## config.mk

```make
export PLATFORM = sky130hd
export DESIGN_NAME = share_split_tx_flat
export DESIGN_NICKNAME = d
export VERILOG_FILES = /design/src/rtl/share_split_tx_if.sv /design/src/rtl/share_split_tx.sv /design/src/flat_wrapper.sv
export SDC_FILE = /design/constraint.sdc
export NUM_CORES = 1
export LEC_CHECK = 0
export ABC_CLOCK_PERIOD_IN_PS = 1770
export CAP_MARGIN = 20
export CORE_AREA = 5 5 63 65
export CTS_BUF_LIST = sky130_fd_sc_hd__clkbuf_4 sky130_fd_sc_hd__clkbuf_8 sky130_fd_sc_hd__clkbuf_16
export DETAILED_ROUTE_END_ITERATION = 8
export DIE_AREA = 0 0 68 70
export PLACE_DENSITY = 0.81
export SYNTH_ARGS = -nofsm -noshare
export SYNTH_HDL_FRONTEND = slang
export SYNTH_SLANG_ARGS = --single-unit
```

## constraint.sdc

```tcl
create_clock -name clk_i -period 1.77 [get_ports clk_i]
set_input_delay 0.4425 -clock clk_i [delete_from_list [all_inputs] [get_ports clk_i]]
set_output_delay 0.4425 -clock clk_i [all_outputs]
set_load 0.03 [all_outputs]
```

## src/rtl/share_split_tx_if.sv

```systemverilog
// share_split_tx_if: word handshake into the share splitter.
// master drives data_i/valid_i, slave returns ready_o.
interface share_split_tx_if #(
  parameter int W = 8
);
  logic [W-1:0] data_i;
  logic         valid_i;
  logic         ready_o;

  modport master (
    output data_i,
    output valid_i,
    input  ready_o
  );

  modport slave (
    input  data_i,
    input  valid_i,
    output ready_o
  );
endinterface

```

## src/rtl/share_split_tx.sv

```systemverilog
// share_split_tx: splits W-bit words into three serial shares
// (s1 = d^m, s2 = m^q one cycle later, r = q one cycle later).
// Ports: clk_i, rst_i (sync, active-high); up (data_i/valid_i/
// ready_o); seed_i/seed_load_i (LFSR seed, IDLE only);
// s1_o/s2_o/r_o shares; busy_o (SHIFT or TAIL); frame_o (bit 0).
// Macro SHARE_SPLIT_TX_FIXED_MASK_EN: masks forced to 0 (debug).
module share_split_tx #(
  parameter int          W        = 8,
  parameter logic [15:0] SEED_DEF = 16'hACE1
) (
  input  logic              clk_i,
  input  logic              rst_i,
  share_split_tx_if.slave   up,
  input  logic [15:0]       seed_i,
  input  logic              seed_load_i,
  output logic              s1_o,
  output logic              s2_o,
  output logic              r_o,
  output logic              busy_o,
  output logic              frame_o
);

  localparam int IW = $clog2(W);

  typedef enum logic [1:0] {
    IDLE  = 2'd0,
    SHIFT = 2'd1,
    TAIL  = 2'd2
  } state_t;

  state_t        state_q, state_d;
  logic [IW-1:0] idx_q, idx_d;
  logic [W-1:0]  sh_q, sh_d;
  logic [15:0]   lfsr_q, lfsr_d;
  logic          dv_q, dv_d;
  logic          dm_q, dm_d;
  logic          dr_q, dr_d;

  logic          rdy;
  logic          acc;
  logic          last;
  logic          m_k;
  logic          q_k;
  logic [15:0]   lfsr_nx;

  assign last = (idx_q == IW'(W - 1));
  assign rdy  = (state_q == IDLE) ||
                ((state_q == SHIFT) && last);
  assign acc  = up.valid_i && rdy;
  assign up.ready_o = rdy;

`ifdef SHARE_SPLIT_TX_FIXED_MASK_EN
  assign m_k = 1'b0;
  assign q_k = 1'b0;
`else
  assign m_k = lfsr_q[0];
  assign q_k = lfsr_q[1];
`endif

  // Right-shifting Fibonacci form of taps 16,14,13,11.
  assign lfsr_nx = {lfsr_q[0] ^ lfsr_q[2] ^
                    lfsr_q[3] ^ lfsr_q[5],
                    lfsr_q[15:1]};

  always_ff @(posedge clk_i) begin
    if (rst_i) begin
      state_q <= IDLE;
      idx_q   <= '0;
      sh_q    <= '0;
      lfsr_q  <= SEED_DEF;
      dv_q    <= 1'b0;
      dm_q    <= 1'b0;
      dr_q    <= 1'b0;
    end else begin
      state_q <= state_d;
      idx_q   <= idx_d;
      sh_q    <= sh_d;
      lfsr_q  <= lfsr_d;
      dv_q    <= dv_d;
      dm_q    <= dm_d;
      dr_q    <= dr_d;
    end
  end

  always_comb begin
    state_d = state_q;
    unique case (state_q)
      IDLE:    if (acc) state_d = SHIFT;
      SHIFT:   if (last) state_d = acc ? SHIFT : TAIL;
      TAIL:    state_d = IDLE;
      default: state_d = IDLE;
    endcase
  end

  always_comb begin
    idx_d  = '0;
    sh_d   = sh_q;
    lfsr_d = lfsr_q;
    dv_d   = 1'b0;
    dm_d   = 1'b0;
    dr_d   = 1'b0;
    if (state_q == SHIFT) begin
      idx_d  = last ? '0 : idx_q + IW'(1);
      sh_d   = sh_q >> 1;
      lfsr_d = lfsr_nx;
      // s2/r of this bit go out one cycle after its s1.
      dv_d   = 1'b1;
      dm_d   = m_k ^ q_k;
      dr_d   = q_k;
    end
    if ((state_q == IDLE) && seed_load_i)
      lfsr_d = (seed_i == 16'h0) ? SEED_DEF : seed_i;
    if (acc)
      sh_d = up.data_i;
  end

  always_comb begin
    s1_o    = 1'b0;
    s2_o    = 1'b0;
    r_o     = 1'b0;
    busy_o  = 1'b0;
    frame_o = 1'b0;
    unique case (state_q)
      SHIFT: begin
        busy_o  = 1'b1;
        frame_o = (idx_q == '0);
        s1_o    = sh_q[0] ^ m_k;
        s2_o    = dv_q & dm_q;
        r_o     = dv_q & dr_q;
      end
      TAIL: begin
        busy_o = 1'b1;
        s2_o   = dv_q & dm_q;
        r_o    = dv_q & dr_q;
      end
      default: ;
    endcase
  end

endmodule
```

## src/flat_wrapper.sv

```systemverilog
// flat-port wrapper written by rule: the top's interface ports become plain ports
module share_split_tx_flat 
#(
  parameter int          W        = 8,
  parameter logic [15:0] SEED_DEF = 16'hACE1
)
  (clk_i, rst_i, seed_i, seed_load_i, s1_o, s2_o, r_o, busy_o, frame_o, up_data_i, up_valid_i, up_ready_o);
  share_split_tx_if #(.W(W)) up_i ();
  input  logic clk_i;
  input  logic rst_i;
  input  logic [15:0] seed_i;
  input  logic seed_load_i;
  output logic s1_o;
  output logic s2_o;
  output logic r_o;
  output logic busy_o;
  output logic frame_o;
  input wire logic [$bits(up_i.data_i)-1:0] up_data_i;
  input wire logic [$bits(up_i.valid_i)-1:0] up_valid_i;
  output wire logic [$bits(up_i.ready_o)-1:0] up_ready_o;
  assign up_i.data_i = up_data_i;
  assign up_i.valid_i = up_valid_i;
  assign up_ready_o = up_i.ready_o;
  share_split_tx #(.W(W), .SEED_DEF(SEED_DEF)) u_core (.clk_i(clk_i), .rst_i(rst_i), .up(up_i), .seed_i(seed_i), .seed_load_i(seed_load_i), .s1_o(s1_o), .s2_o(s2_o), .r_o(r_o), .busy_o(busy_o), .frame_o(frame_o));
endmodule
```

==> flow_summary.ini, run 1 <==
[outcome]
status = finished, violations left
violations = negative setup slack

[layout]
nets = 237
drive_gt1_frac = 0.268
area_growth_syn_to_layout_pct = 38.0
n_antenna_cell = 0
final_cell_area_um2 = 2140
stdcell_count = 251

[critical_path]
crit_type = reg -> out
reg2reg_setup_slack_ps = 100
crit_slowest_cell = dfxtp_2
worst_ep_arrival_time_ps = 1330
cp-start-kind = register
worstPathMaxFanout = 6
crit_top_cell = buf_6
crit_buf_inv = 2
required_ps = 1330
crit_path_end_kind = output pin
max_stage_delay_ps = 350
crit_chain = buf_6, ha_4, a21o_4, buf_6
crit_family = flip-flops

[sta]
hold_viol_final = 0
maxSlewHeadroom = 0.712
fin_crit_sh = 1.00
setup_ws_ps = -7.39
worst_pin_slew_ps = 428
skew_ps = 11.6
setup_violations = 1
finalMaxSlewViolations = 0
fmax_mhz = 563
rsz0062_at_grt = yes
period_needed_ps = 1780

[synth]
avgSynthCellArea_um2 = 9.77
yosys-top-cells-area = dfxtp_1 41%, mux2i_1 10%, a211oi_1 7.3%
synth_area_leader_cell = dfxtp_1
ys_seq_elements = 32
synth_area_um2 = 1550
yosysSeqAreaShare = 0.413
syn_nets = 192
ys_types = 31
synth.yosys.warnings = 0
syn-instance-count = 159
synth.top_cell.area_share = 0.413

[floorplan]
pin_count = 34
core_um2 = 3280
die_h_um = 70
rows = 21
start_util = 0.473
fp.dieW_um = 68
die_area_um2 = 4760

[routing]
dr.pass1.iters = 4
vias = 1333
drc_errors = 0
avgRoutedWirePerCell_um = 14.2
drt_iter0_markers = 38
via_per_inst = 5.31
drtAntennaViolNets = 0
wl_mm = 3.56

[placement]
io_buffers = 33
place.gp.congestion = 0.863
dp.cells = 235
post-dp-hpwl_mm = 2.50
dpl-instance-area_um2 = 1910
pre_cts_ws_ps = -102

[power]
peakVddDrop_mv = 0.562
power_per_cell_area_nw_per_um2 = 802
p_leak_nw = 0.806

[clock_network]
cts.sinks = 32
insertion_delay_ps = 330
clockBufferDepth = 2
path_clk_slew_ps = 100
cts_root_buf = clkbuf_4
cts_tree = yes
htreeDepth = 2
numCtsBuffers = 5

[grt]
grt_pass1_vias = 1324
gr-usage-all-layers = 0.155
grt_pass1_wl_mm = 5.69
overflow = 0
grt_max_degree = 31
antenna_found_initial = 0

[flow_run]
drv.max_cap_violation_count = 0

[min_path]
min_path_type = reg -> reg
## layout make-up
class,count,area [µm²]
Clock buffer,6,51.3
Clock inverter,2,10.0
Inverter,5,18.8
Timing Repair Buffer,47,459
Multi-Input combinational cell,113,901
Fill cell,287,1140
Tap cell,46,57.6
Sequential cell,32,646
## layer usage
| layer | track usage | part of all wire |
|---|---|---|
| met1 | 0.178 | 0.41 |
| met2 | 0.258 | 0.49 |
| met3 | 0.0609 | 0.075 |
| met4 | 0.0486 | 0.022 |
| met5 | 0 | 0 |
## logic make-up (layout without fill, tap and decap cells)
family                     Yosys count  count (layout)  synth area share
xor gates and xnor gates             5               5            0.0282
buffers and inverters               14              60            0.0612
and+or+nand+nor                     50              50             0.171
muxes                               23              23             0.154
AOI/OAI and AO/OA                   30              30             0.133
adders and majority gates            5               5            0.0403
DFF                                 32              32             0.413
## layout by cell type (no fill, tap or decap)
cell type / Yosys / layout
mux2i_1: 16 / 16
a41o_2: 1 / 1
o21ai_0: 1 / 1
nor2b_1: 1 / 1
nand2_4: 1 / 1
clkinv_2: 0 / 2
nand2b_1: 9 / 9
inv_2: 0 / 3
xnor2_1: 2 / 2
mux2_2: 7 / 7
clkbuf_4: 0 / 5
and2_1: 6 / 6
ha_4: 0 / 5
inv_1: 5 / 2
dfxtp_1: 32 / 28
a211oi_1: 15 / 15
o22ai_1: 7 / 7
nand3_1: 1 / 1
nor3_1: 3 / 3
nand2_2: 1 / 2
a21o_4: 0 / 1
nor4_1: 4 / 4
clkdlybuf4s50_1: 0 / 27
nor2_1: 19 / 18
nand3b_1: 1 / 1
nor3b_1: 1 / 1
dfxtp_2: 0 / 4
buf_4: 0 / 12
xor2_1: 3 / 3
buf_6: 2 / 7
buf_12: 1 / 1
and3_4: 0 / 2
nor2_2: 0 / 1
a21oi_1: 5 / 5
clkbuf_8: 0 / 1
## power by group
group          internal, mW  total (mW)  leakage [nW]  switching [mW]
Combinational         0.253       0.462         0.502           0.209
Sequential            0.785       0.827         0.266          0.0414
Clock                 0.189       0.430        0.0380           0.241
Total                  1.23        1.72         0.806           0.492
## final timing paths
check                                 start                        endpoint  cells after the start
max reg2reg  u_core.state_q[0]$_SDFFE_PP0P_  u_core.lfsr_q[11]$_SDFFE_PP1P_                      7
max          u_core.state_q[0]$_SDFFE_PP0P_                      up_ready_o                      4
min             u_core.sh_q[7]$_SDFFE_PP0P_     u_core.sh_q[7]$_SDFFE_PP0P_                      2
min reg2reg     u_core.sh_q[7]$_SDFFE_PP0P_     u_core.sh_q[7]$_SDFFE_PP0P_                      2
## worst min-delay path: cells and delay by family, from the launching register on
kind | cells | cell delay, ps
compound gates | 1 | 70
simple gates | 1 | 80
flops | 1 | 320
## synthesized netlist by cell type (all sizes together)
| cell | number |
|---|---|
| ha | 5 |
| a21oi | 5 |
| nor3 | 3 |
| o22ai | 7 |
| and2 | 6 |
| nor2b | 1 |
| mux2 | 7 |
| inv | 5 |
| clkbuf | 4 |
| and3 | 2 |
| xor2 | 3 |
| nand2 | 3 |
| nand3 | 1 |
| a41o | 1 |
| dfxtp | 32 |
| nor3b | 1 |
| nand2b | 9 |
| a21o | 1 |
| nand3b | 1 |
| o21ai | 1 |
| xnor2 | 2 |
| nor4 | 4 |
| mux2i | 16 |
| buf | 5 |
| a211oi | 15 |
| nor2 | 19 |
## through the flow
| stage | total power, mW | util | setup TNS (ps) | hold slack, ps |
|---|---|---|---|---|
| after global placement | 1.23 | 0.581 | 0 | 441 |
| after global routing | 1.82 | 0.653 | -200 | 527 |
| after detailed placement | 1.25 | 0.581 | -732 | 452 |
| after floorplan | 1.12 | - | 0 | 427 |
| final | 1.72 | 0.653 | -7.39 | 515 |
| after CTS | 1.71 | 0.628 | -43.8 | 508 |
## sequential cells by signal (all words and copies together), names as in the netlist
name / flops
u_core.lfsr_q: 16
u_core.dv_q: 1
u_core.sh_q: 8
u_core.dm_q: 1
u_core.idx_q: 3
u_core.dr_q: 1
u_core.state_q: 2
## timing repair
action,4_1_cts,5_1_grt
resized for setup,15,14
endpoints found under the setup margin,5,5
pin swaps,3,6
hold buffers,0,0
setup buffers,6,2
Note: power is estimated with default switching activity, not from simulation.
==> run 2: changes to the inputs <==
--- a/config.mk
+++ b/config.mk
@@ -15,3 +15,4 @@
 export SYNTH_ARGS = -nofsm -noshare
 export SYNTH_HDL_FRONTEND = slang
 export SYNTH_SLANG_ARGS = --single-unit
+export TNS_END_PERCENT = 30
==> run 2 against run 1 <==
Clock skew fell by 1.8 ps; non-clock buffer count fell by 3; register-to-register slack improved by 110 ps; die area stayed put; the flow now finishes without violations; final cell count is 1.2% lower; largest cell class unchanged; sequential cell count did not move; global-route usage is 0.26 points lower; fmax up 0.71%; utilization decreased by 0.69 points; clock power is essentially flat; cell area fell by 1.1%.
==> flow_summary.ini, run 2 (synthesis results as in run 1) <==
[outcome]
status = finished clean

[sta]
finalMaxSlewViolations = 0
maxSlewHeadroom = 0.717
rsz0062_at_grt = yes
skew_ps = 9.83
fmax_mhz = 567
hold_viol_final = 0
period_needed_ps = 1760
setup_violations = 0
setup_ws_ps = 5.10
fin_crit_sh = 0.997
worst_pin_slew_ps = 421

[critical_path]
required_ps = 1330
crit_type = reg -> out
worst_ep_arrival_time_ps = 1320
crit_path_end_kind = output pin
cp-start-kind = register
worstPathMaxFanout = 2

[clock_network]
path_clk_slew_ps = 90
cts.sinks = 32
htreeDepth = 2
cts_root_buf = clkbuf_4
clockBufferDepth = 2
numCtsBuffers = 5
insertion_delay_ps = 330
cts_tree = yes

[routing]
via_per_inst = 5.35
drt_iter0_markers = 40
avgRoutedWirePerCell_um = 14.1
dr.pass1.iters = 4
vias = 1326
drc_errors = 0
drtAntennaViolNets = 0
wl_mm = 3.49

[power]
p_int_mw = 1.21
power_per_cell_area_nw_per_um2 = 802
peakVddDrop_mv = 0.559
clkPwrFrac = 0.252
power.switching_mw = 0.486
p_leak_nw = 0.791
switching_share = 0.286
combPwrFrac = 0.261
report.power.total_mw = 1.70
seqPwrFrac = 0.487

[layout]
largest_reg_flops = 16
reg_top3 = u_core.lfsr_q x16, u_core.sh_q x8, u_core.idx_q x3
final_common_cell = dfxtp_1
n_antenna_cell = 0
layout_common_cells = 28 x dfxtp_1, 27 x clkdlybuf4s50_1, 18 x nor2_1, 16 x mux2i_1, 15 x a211oi_1
area_growth_syn_to_layout_pct = 36.6
nets = 234
largest-register = u_core.lfsr_q
drive_gt1_frac = 0.257

[placement]
post-dp-hpwl_mm = 2.50
place.gp.congestion = 0.863
pre_cts_ws_ps = -102
io_buffers = 33

[floorplan]
core_um2 = 3280
die_area_um2 = 4760
rows = 21
start_util = 0.473
fp.dieW_um = 68
pin_count = 34
die_h_um = 70

[grt]
busiest_layer = met2
grt_max_degree = 31
grt_pass1_wl_mm = 5.58
grt_pass1_vias = 1315
gr-usage-met1 = 0.174
gr-usage-all-layers = 0.152
global_route.usage.met3 = 0.0609
overflow = 0
grt_use_met2 = 0.254
antenna_found_initial = 0

[min_path]
min_path_type = reg -> reg

[flow_run]
drv.max_cap_violation_count = 0
==> run 2: stage by stage <==
stage | instance area, µm² | util | cells | TNS (ps) | hold slack (ps)
3_5_place_dp | 1910 | 0.581 | 235 | -732 | 452
3_3_place_gp | 1910 | 0.581 | 235 | 0 | 441
4_1_cts | 2040 | 0.622 | 246 | -89.0 | 508
5_1_grt | 2120 | 0.646 | 248 | -187 | 527
6_report | 2120 | 0.646 | 248 | 0 | 516
2_1_floorplan | 1550 | - | 159 | 0 | 427
==> run 2: critical path: stages (launching register included) <==
cell and delay (ps):
dfxtp_2 350, ha_4 160, ha_4 150, a21o_4 200
buf_6 130
==> run 2: layout make-up <==
type                       instances  area [µm²]
timing repair buffer              44         429
inverter                           5        23.8
tap                               46        57.6
multi-input combinational        113         901
clock inverter                     2        10.0
sequential                        32         648
clock buffer                       6        51.3
fill                             290        1160
==> run 2: layer usage <==
| metal | vias to the layer above | part of all wire | wire (µm) |
|---|---|---|---|
| met1 | 619 | 0.40 | 1400 |
| li1 | 651 | - | - |
| met2 | 52 | 0.51 | 1770 |
| met4 | 0 | 0.013 | 44 |
| met3 | 4 | 0.081 | 283 |
| met5 | - | 0 | 0 |
==> run 2: final timing paths <==
path	cells after the start	slack, ps	start	to
max reg2reg	7	210	u_core.idx_q[1]$_SDFF_PP0_	u_core.sh_q[2]$_SDFFE_PP0P_
min	2	520	u_core.sh_q[7]$_SDFFE_PP0P_	u_core.sh_q[7]$_SDFFE_PP0P_
min reg2reg	2	520	u_core.sh_q[7]$_SDFFE_PP0P_	u_core.sh_q[7]$_SDFFE_PP0P_
max	4	5	u_core.idx_q[1]$_SDFF_PP0_	up_ready_o
==> run 2: power groups by stage <==
stage | combinational (mW) | clock (mW) | sequential (mW)
finish | 0.444 | 0.428 | 0.829
global route | 0.487 | 0.481 | 0.834
CTS | 0.428 | 0.448 | 0.825
detailed placement | 0.407 | 0 | 0.840
global placement | 0.393 | 0 | 0.836
floorplan | 0.289 | 0 | 0.828
==> run 2: what timing repair did <==
| item | 4_1_cts | 5_1_grt |
|---|---|---|
| setup buffers | 3 | 2 |
| setup endpoints to repair | 5 | 4 |
| gates resized for setup | 16 | 14 |
| hold buffers | 0 | 0 |
| pin swaps | 1 | 7 |
